File: config.mk
export PLATFORM = sky130hd
export DESIGN_NAME = fp_norm_round
export DESIGN_NICKNAME = d
export VERILOG_FILES = /design/src/rtl/fp_norm_round.sv
export SDC_FILE = /design/constraint.sdc
export NUM_CORES = 1
export LEC_CHECK = 0
export ABC_AREA = 0
export CAP_MARGIN = 40
export CORE_UTILIZATION = 35
export DETAILED_ROUTE_END_ITERATION = 8
export GPL_TIMING_DRIVEN = 0
export HOLD_SLACK_MARGIN = 0.12
export PLACE_DENSITY = 0.57
export SETUP_SLACK_MARGIN = 0.4
export SYNTH_ARGS = -nofsm -noshare
export SYNTH_HDL_FRONTEND = slang
export SYNTH_SLANG_ARGS = --single-unit
File: constraint.sdc
create_clock -name clk -period 4.7 [get_ports clk]
set_clock_uncertainty 0.2 [all_clocks]
set_input_delay 0.705 -clock clk [delete_from_list [all_inputs] [get_ports clk]]
set_output_delay 0.705 -clock clk [all_outputs]
set_load 0.005 [all_outputs]
File: src/rtl/fp_norm_round.sv
// Normalises and rounds (RNE) a raw add/sub mantissa into an IEEE-754 double.
// Multi-cycle FSM: one operand in flight; in_ready only in IDLE, result held in DONE until out_ready.
module fp_norm_round #(
  parameter int COARSE_SHIFT = 8
) (
  input  logic        clk,
  input  logic        reset_n,
  input  logic        in_valid,
  output logic        in_ready,
  input  logic        in_sign,
  input  logic [10:0] in_exp,
  input  logic [55:0] in_mant,
  output logic        out_valid,
  input  logic        out_ready,
  output logic [63:0] result,
  output logic        flag_ovf,
  output logic        flag_inexact,
  output logic        flag_zero
);

  typedef enum logic [1:0] {IDLE, NORM, ROUND, DONE} state_t;

  state_t      state, state_nxt;
  logic [55:0] mant, mant_nxt;
  logic [11:0] exp, exp_nxt;
  logic        sign, sign_nxt;
  logic [63:0] result_nxt;
  logic        ovf_nxt, inexact_nxt, zero_nxt;

  logic        round_inc;
  logic [53:0] rnd_sum;
  logic [11:0] rnd_exp;
  logic        rnd_hidden;
  logic [51:0] rnd_frac;
  logic        coarse_zero;

  // rnd_sum[53] is the carry out of the hidden bit; [52] is the hidden bit itself
  always_comb begin
    round_inc   = mant[1] & (mant[0] | mant[2]);
    rnd_sum     = {1'b0, mant[54:2]} + {53'd0, round_inc};
    rnd_exp     = exp + {11'd0, rnd_sum[53]};
    rnd_hidden  = rnd_sum[53] | rnd_sum[52];
    rnd_frac    = rnd_sum[53] ? 52'd0 : rnd_sum[51:0];
    coarse_zero = ~|mant[54:55-COARSE_SHIFT];
  end

  always_comb begin
    state_nxt   = state;
    mant_nxt    = mant;
    exp_nxt     = exp;
    sign_nxt    = sign;
    result_nxt  = result;
    ovf_nxt     = flag_ovf;
    inexact_nxt = flag_inexact;
    zero_nxt    = flag_zero;
    case (state)
      IDLE: begin
        if (in_valid) begin
          mant_nxt  = in_mant;
          exp_nxt   = (in_exp == 11'd0) ? 12'd1 : {1'b0, in_exp};
          sign_nxt  = in_sign;
          state_nxt = NORM;
        end
      end
      NORM: begin
        if (mant == 56'd0) begin
          result_nxt  = {sign, 63'd0};
          ovf_nxt     = 1'b0;
          inexact_nxt = 1'b0;
          zero_nxt    = 1'b1;
          state_nxt   = DONE;
        end else if (mant[55]) begin
          mant_nxt  = {1'b0, mant[55:2], mant[1] | mant[0]};
          exp_nxt   = exp + 12'd1;
          state_nxt = ROUND;
        end else if (mant[54] || exp == 12'd1) begin
          state_nxt = ROUND;
        end else if (coarse_zero && exp > 12'(COARSE_SHIFT)) begin
          mant_nxt = mant << COARSE_SHIFT;
          exp_nxt  = exp - 12'(COARSE_SHIFT);
        end else begin
          mant_nxt = {mant[54:0], 1'b0};
          exp_nxt  = exp - 12'd1;
        end
      end
      ROUND: begin
        inexact_nxt = mant[1] | mant[0];
        zero_nxt    = 1'b0;
        if (rnd_exp >= 12'd2047) begin
          result_nxt = {sign, 11'h7FF, 52'd0};
          ovf_nxt    = 1'b1;
        end else begin
          // a subnormal that rounds into the hidden bit keeps exp==1, which is its correct encoding
          result_nxt = {sign, rnd_hidden ? rnd_exp[10:0] : 11'd0, rnd_frac};
          ovf_nxt    = 1'b0;
        end
        state_nxt = DONE;
      end
      DONE: begin
        if (out_ready) state_nxt = IDLE;
      end
      default: state_nxt = IDLE;
    endcase
  end

  always_ff @(posedge clk or negedge reset_n) begin
    if (!reset_n) begin
      state        <= IDLE;
      mant         <= 56'd0;
      exp          <= 12'd0;
      sign         <= 1'b0;
      result       <= 64'd0;
      flag_ovf     <= 1'b0;
      flag_inexact <= 1'b0;
      flag_zero    <= 1'b0;
    end else begin
      state        <= state_nxt;
      mant         <= mant_nxt;
      exp          <= exp_nxt;
      sign         <= sign_nxt;
      result       <= result_nxt;
      flag_ovf     <= ovf_nxt;
      flag_inexact <= inexact_nxt;
      flag_zero    <= zero_nxt;
    end
  end

  assign in_ready  = (state == IDLE);
  assign out_valid = (state == DONE);

endmodule

==> results.toml, run 1 <==
[logic_synthesis]
synth_edf_count = 0
ys_seq_elements = 138
synthFlopType = "dfrtp_1"
syn-num-nets = 1054
ys_types = 65
ys_async_sr_fraction = 1.00
synth_most_common_cell = "nand2_1"
synth_top_cell_area_share = 0.387
yosysTopAreaCell = "dfrtp_1"
ys_seq_area_frac = 0.387
ys_top_cells_by_area = "dfrtp_1, nand2_1, a222oi_1"
syn_avg_cell_area_sq_um = 9.22
postSynthCellCount = 968
syn_area_sq_um = 8920
yosysWarnings = 0
synth_common_cells = "nand2_1, dfrtp_1, o21ai_0"

[final_layout]
nFillCells = 2493
antennaDiodeCount = 0
final_core_util = 0.461
area_delta_synth_final_pct = 29.8
nets = 1222
regArea_sq_um = 3450
multi_input_area_sq_um = 4930
fin_cells = 1479
drive_above_1_share = 0.181

[placed_design]
portBuffers = 140
place_congestion = 0.881
dp_hpwl_mm = 21.2
dp_cells = 1439

[cts]
clock_latency_ns = 0.43
cts_htree_levels = 4
cts_tree = "done"
numCtsBuffers = 17
clock_sinks = 138
cts-root-buf = "clkbuf_16"
clockBufferDepth = 2
clk_pin_slew_ns = 0.06

[critical_path]
endpoint_kind = "flip-flop"
startpoint_type = "flip-flop"
worstReg2RegEnd = "result[42]$_DFFE_PN0P_"
crit_type = "reg -> reg"
cp_max_fo = 10
cp.required_ns = 4.82
rrSetupSlack_ns = 0.57
worstReg2RegStart = "mant[16]$_DFFE_PN0P_"
crit_arrival_ns = 4.25
r2r_cells = 15

[run]
maxCapViolCount = 0

[detailed_routing]
route.detailed.drc = 0
wirelength_mm = 29.9
drtIter0Drc = 802
vias = 8359
ant_nets = 0
wl_per_cell_um = 20.2
viasPerCell = 5.65
dr.pass1.iters = 8

[timing]
drv_slew = 0
hold_viol_final = 0
fin_crit_sh = 0.878
fin_crit_ns = 4.13
setup_viol = 0
worstMarginPinSlew_ns = 0.872
slew_headroom = 0.416
fmax_ghz = 0.242
grt_setup_unrepaired = "true"
tns_ns = 0

[min_path]
whs_path_depth = 2
min_from = "result[25]$_DFFE_PN0P_"
hold_path_end = "result[25]$_DFFE_PN0P_"
hold_path_class = "reg -> reg"

[power_and_ir_drop]
p_leak_uw = 0.00469
power.density_nw_per_um2 = 687
max-vdd-ir-drop_uv = 240
finalPower_uw = 7950

[global_routing]
grt_pass1_vias = 8020
grt-ovfl-total = 0
grtUsageTotal = 0.233
antenna_found_initial = 0
grt_max_degree = 80
grt_pass1_wl_mm = 46.9

[die]
die_area_sq_um = 26100
start_util = 0.355
std_cell_rows = 58
die_x_um = 162
core-area_sq_um = 25100
die_h_um = 162
ioPinCount = 141

[run_status]
status = "finished, final reports clean"
[worst max-delay path: stages, from the launching register on]
cell	delay, ns
dfrtp_1	0.32
clkbuf_1	0.41
and4_1	0.29
and3_1	0.30
nand4_1	0.23
nor3_4	0.35
ha_4	0.20
nand4_1	0.13
buf_4	0.19
xnor2_1	0.20
nand4_1	0.16
o41a_1	0.37
or3b_1	0.19
buf_6	0.19
buf_6	0.20
o21ai_2	0.07
[worst max path at each step]
stage / end / startpoint / slack (ns) / cells past startpoint
5_1_grt: result[25]$_DFFE_PN0P_ / mant[14]$_DFFE_PN0P_ / 0.38 / 14
6_report: result[42]$_DFFE_PN0P_ / mant[16]$_DFFE_PN0P_ / 0.57 / 15
2_1_floorplan: result[0]$_DFFE_PN0P_ / mant[2]$_DFFE_PN0P_ / 1.13 / 14
3_5_place_dp: result[2]$_DFFE_PN0P_ / mant[1]$_DFFE_PN0P_ / -0.25 / 15
4_1_cts: result[48]$_DFFE_PN0P_ / mant[30]$_DFFE_PN0P_ / 0.41 / 15
3_3_place_gp: sign$_DFFE_PN0P_ / reset_n / -3.25 / 1
[registers in the layout (all words and copies together) (netlist names)]
signal / cells
exp: 12
state: 2
sign: 1
mant: 56
result: 64
flag_inexact: 1
flag_ovf: 1
flag_zero: 1
[kinds of logic (layout without fill, tap and decap cells)]
group / after synthesis / count (layout) / synth area share
flops: 138 / 138 / 0.387
xor+xnor: 61 / 61 / 0.0599
mux: 43 / 43 / 0.0539
compound gates: 253 / 253 / 0.215
buf+inv: 122 / 303 / 0.0677
simple gates: 337 / 337 / 0.197
fa+ha+maj: 14 / 14 / 0.0196
[layer usage]
| layer | global-route usage | wire length, um | up-vias |
|---|---|---|---|
| li1 | - | - | 3912 |
| met1 | 0.318 | 13100 | 4080 |
| met2 | 0.377 | 14200 | 316 |
| met3 | 0.0324 | 1820 | 51 |
| met4 | 0.0823 | 748 | 0 |
| met5 | 0 | 0 | - |
[power breakdown]
| part | internal, uW | switching [uW] | leakage, uW |
|---|---|---|---|
| Combinational | 1780 | 2520 | 0.00263 |
| Sequential | 1720 | 400 | 0.00174 |
| Clock | 960 | 569 | 0.000317 |
[timing repair]
| action | 4_1_cts | 5_1_grt |
|---|---|---|
| pin swaps | 5 | 7 |
| endpoints found under the hold margin | 59 | 0 |
| hold buffers | 1 | 0 |
| buffers inserted | 4 | 3 |
| endpoints found under the setup margin | 64 | 62 |
| gates resized for setup | 5 | 21 |
[metrics by stage]
stage	cell area, sq um	hold slack (ns)	setup slack (ns)
global route	11600	0.305	0.379
floorplan	8920	0.209	1.13
finish	11600	0.274	0.574
global placement	10700	0.261	-3.25
CTS	11500	0.279	0.408
detailed placement	10800	0.265	-0.254
[area by class of cell]
cell class / count / share of cell area
buffer: 105 / 0.0490
clock buffer: 18 / 0.0379
clock inverter: 14 / 0.0189
inverter: 17 / 0.00551
multi-input combinational: 708 / 0.426
sequential: 138 / 0.298
tap: 330 / 0.0357
timing repair buffer: 149 / 0.129
[cells in the final DEF, fill, tap and decap left out, types with 7 or more instances in the layout]
cell type	Yosys	layout
xnor2_1	26	25
a222oi_1	45	45
o21ai_0	65	65
ha_1	14	13
buf_2	44	41
nand2_1	143	143
dfrtp_1	138	138
inv_1	17	17
clkbuf_1	44	40
nand4_1	28	28
a21oi_1	19	19
o21ai_2	51	51
mux2_1	11	11
buf_4	0	7
xor2_1	35	35
and2_1	7	7
clkdlybuf4s50_1	0	139
buf_6	12	11
mux2_2	29	29
and3_1	24	24
nor4_1	19	18
nand3_1	30	30
a31oi_1	11	11
clkbuf_16	0	17
a221o_1	8	8
nor2_1	33	33
(Power assumes the default switching activity.)
==> run 2, diff against run 1 <==
Settings changed: CORE_ASPECT_RATIO set to 0.9.
==> run 2 against run 1 <==
  * Total power down 1.5%
  * Largest power group unchanged
  * Highest routed layer unchanged
  * Utilization down 0.27 points
  * Final cell count up 0.88%
  * The run now ends with DRC left
==> results.toml, run 2 (synthesis gave the netlist of run 1 again) <==
[run_status]
status = "finished with violations"
violations = "DRC"

[detailed_routing]
drtIter0Drc = 1021
wl_per_cell_um = 19.9
wirelength_mm = 29.7
viasPerCell = 5.59
vias = 8338
ant_nets = 0
route.detailed.drc = 19
dr.pass1.iters = 9

[die]
ioPinCount = 141
die_h_um = 153
std_cell_rows = 55
die_x_um = 170
start_util = 0.355
die_area_sq_um = 26100
core-area_sq_um = 25100

[timing]
fin_hold_ws_ns = 0.273
fmax_ghz = 0.244
grt_setup_unrepaired = "false"
worstMarginPinSlew_ns = 0.810
fin_crit_ns = 4.09
fin_crit_sh = 0.871
setup_viol = 0
hold_viol_final = 0
drv_slew = 0
slew_headroom = 0.458

[cts]
clockBufferDepth = 2
clock_latency_ns = 0.43
cts_htree_levels = 4
cts_tree = "done"
numCtsBuffers = 17
cts-root-buf = "clkbuf_16"
clock_sinks = 138
clk_pin_slew_ns = 0.06

[global_routing]
antenna_found_initial = 0
grt_pass1_wl_mm = 46.7
grt-ovfl-total = 0
grt_max_degree = 76
grtUsageTotal = 0.235
grt_pass1_vias = 7832

[final_layout]
most-common-layout-cells = "nand2_1, clkdlybuf4s50_1, dfrtp_1, o21ai_0, o21ai_2"
final_core_util = 0.459
antennaDiodeCount = 0
area_delta_synth_final_pct = 29.1
reg_top3 = "result x64, mant x56, exp x12"
nets = 1223
nFillCells = 2469
regMostFlops = "result"
drive_above_1_share = 0.178
mostFrequentLayoutCell = "nand2_1"
largest_register_ffs = 64

[critical_path]
crit_type = "reg -> reg"
endpoint_kind = "flip-flop"
cp_slowest_cell = "o41a_1"
cp_max_fo = 10
cp_num_buf_inv = 4
worstPathCellList = "buf_2 -> nand4_1 -> nor4_4 -> buf_4 -> nand4_1 -> nor3_4 -> ha_2 -> ha_1 -> nand3_1 -> xnor2_1 -> nand4_1 -> o41a_1 -> or3b_1 -> buf_6 -> buf_6 -> o21ai_2"
cp_top_family = "simple AND/OR/NAND/NOR gates"
critPathMaxStageDelay_ns = 0.37
cp.required_ns = 4.81
startpoint_type = "flip-flop"
crit_arrival_ns = 4.20
critical_path.most_common_cell = "nand4_1"

[power_and_ir_drop]
power.density_nw_per_um2 = 680
switchingPower_uw = 3460
power_frac_comb = 0.544
power_frac_seq = 0.271
p_clk_frac = 0.186
max-vdd-ir-drop_uv = 309
p_leak_uw = 0.00468
intPower_uw = 4380
sw_frac_of_total = 0.442

[placed_design]
portBuffers = 140
place_congestion = 0.844
dp_hpwl_mm = 21.2

[run]
maxCapViolCount = 0

[min_path]
hold_path_class = "reg -> reg"
[run 2: changes by cell type in the layout (fill, tap and decap cells not counted), moves of 2 or more]
cell	previous run	this run
bufinv_16	5	3
buf_6	11	13
clkinvlp_4	2	0
nor3_2	2	0
clkbuf_4	4	0
nor3_1	6	8
buf_2	41	45
clkbuf_8	1	4
[run 2: path summary, 6_finish.rpt]
| kind | slack (ns) | start | cells past startpoint | end |
|---|---|---|---|---|
| setup / recovery | 0.61 | mant[1]$_DFFE_PN0P_ | 16 | result[44]$_DFFE_PN0P_ |
| hold / removal | 0.27 | result[35]$_DFFE_PN0P_ | 2 | result[35]$_DFFE_PN0P_ |
| setup reg to reg | 0.61 | mant[1]$_DFFE_PN0P_ | 16 | result[44]$_DFFE_PN0P_ |
| hold reg to reg | 0.27 | result[35]$_DFFE_PN0P_ | 2 | result[35]$_DFFE_PN0P_ |
| max in group asynchronous | 2.82 | reset_n | 3 | result[44]$_DFFE_PN0P_ |
| min in group asynchronous | 0.66 | reset_n | 2 | result[8]$_DFFE_PN0P_ |
[run 2: what timing repair did]
item                                    CTS  global route
gates resized for setup                   4            13
hold buffers                              1             0
endpoints found under the setup margin   64            62
endpoints found under the hold margin    61             0
pin swaps                                 5             5
setup buffers                             3             5
[run 2: layout make-up]
class                      instances  area, sq um  area share
clock buffer                      23          488      0.0424
multi-input combinational        708         4900       0.426
timing repair buffer             150         1500       0.130
sequential                       138         3450       0.300
inverter                          17         63.8     0.00554
clock inverter                     9          135      0.0117
tap                              342          428      0.0371
buffer                           105          547      0.0475
[run 2: layer usage]
layer | wire (um) | global-route usage | vias up | part of all wire
met1 | 13500 | 0.343 | 4059 | 0.46
li1 | - | - | 3923 | -
met4 | 452 | 0.0532 | 0 | 0.015
met3 | 2170 | 0.0443 | 27 | 0.073
met2 | 13500 | 0.356 | 329 | 0.46
met5 | 0 | 0 | - | 0
[run 2: stage by stage]
| stage | power, uW | TNS, ns | cell area [sq um] | worst slack, ns | instances |
|---|---|---|---|---|---|
| floorplan | 4790 | 0 | 8920 | 1.13 | 968 |
| global placement | 6310 | -466.64 | 10800 | -3.29 | 1450 |
| detailed placement | 6360 | -13.42 | 10800 | -0.249 | 1451 |
| CTS | 7820 | 0 | 11500 | 0.434 | 1487 |
| global route | 8390 | 0 | 11500 | 0.430 | 1492 |
| finish | 7840 | 0 | 11500 | 0.607 | 1492 |
[run 2: tightest hold or removal path, delay by kind of cell, from the launching register on]
family | cells | cell delay, ns
simple gates | 1 | 0.06
flops | 1 | 0.34
compound gates | 1 | 0.05
[run 2: power by group through the flow]
stage	Sequential [uW]	Combinational (uW)	Clock, uW
after floorplan	2050	2740	0
after detailed placement	2140	4220	0
after global placement	2130	4180	0
after CTS	2120	4240	1460
after global routing	2190	4670	1530
final	2120	4260	1450
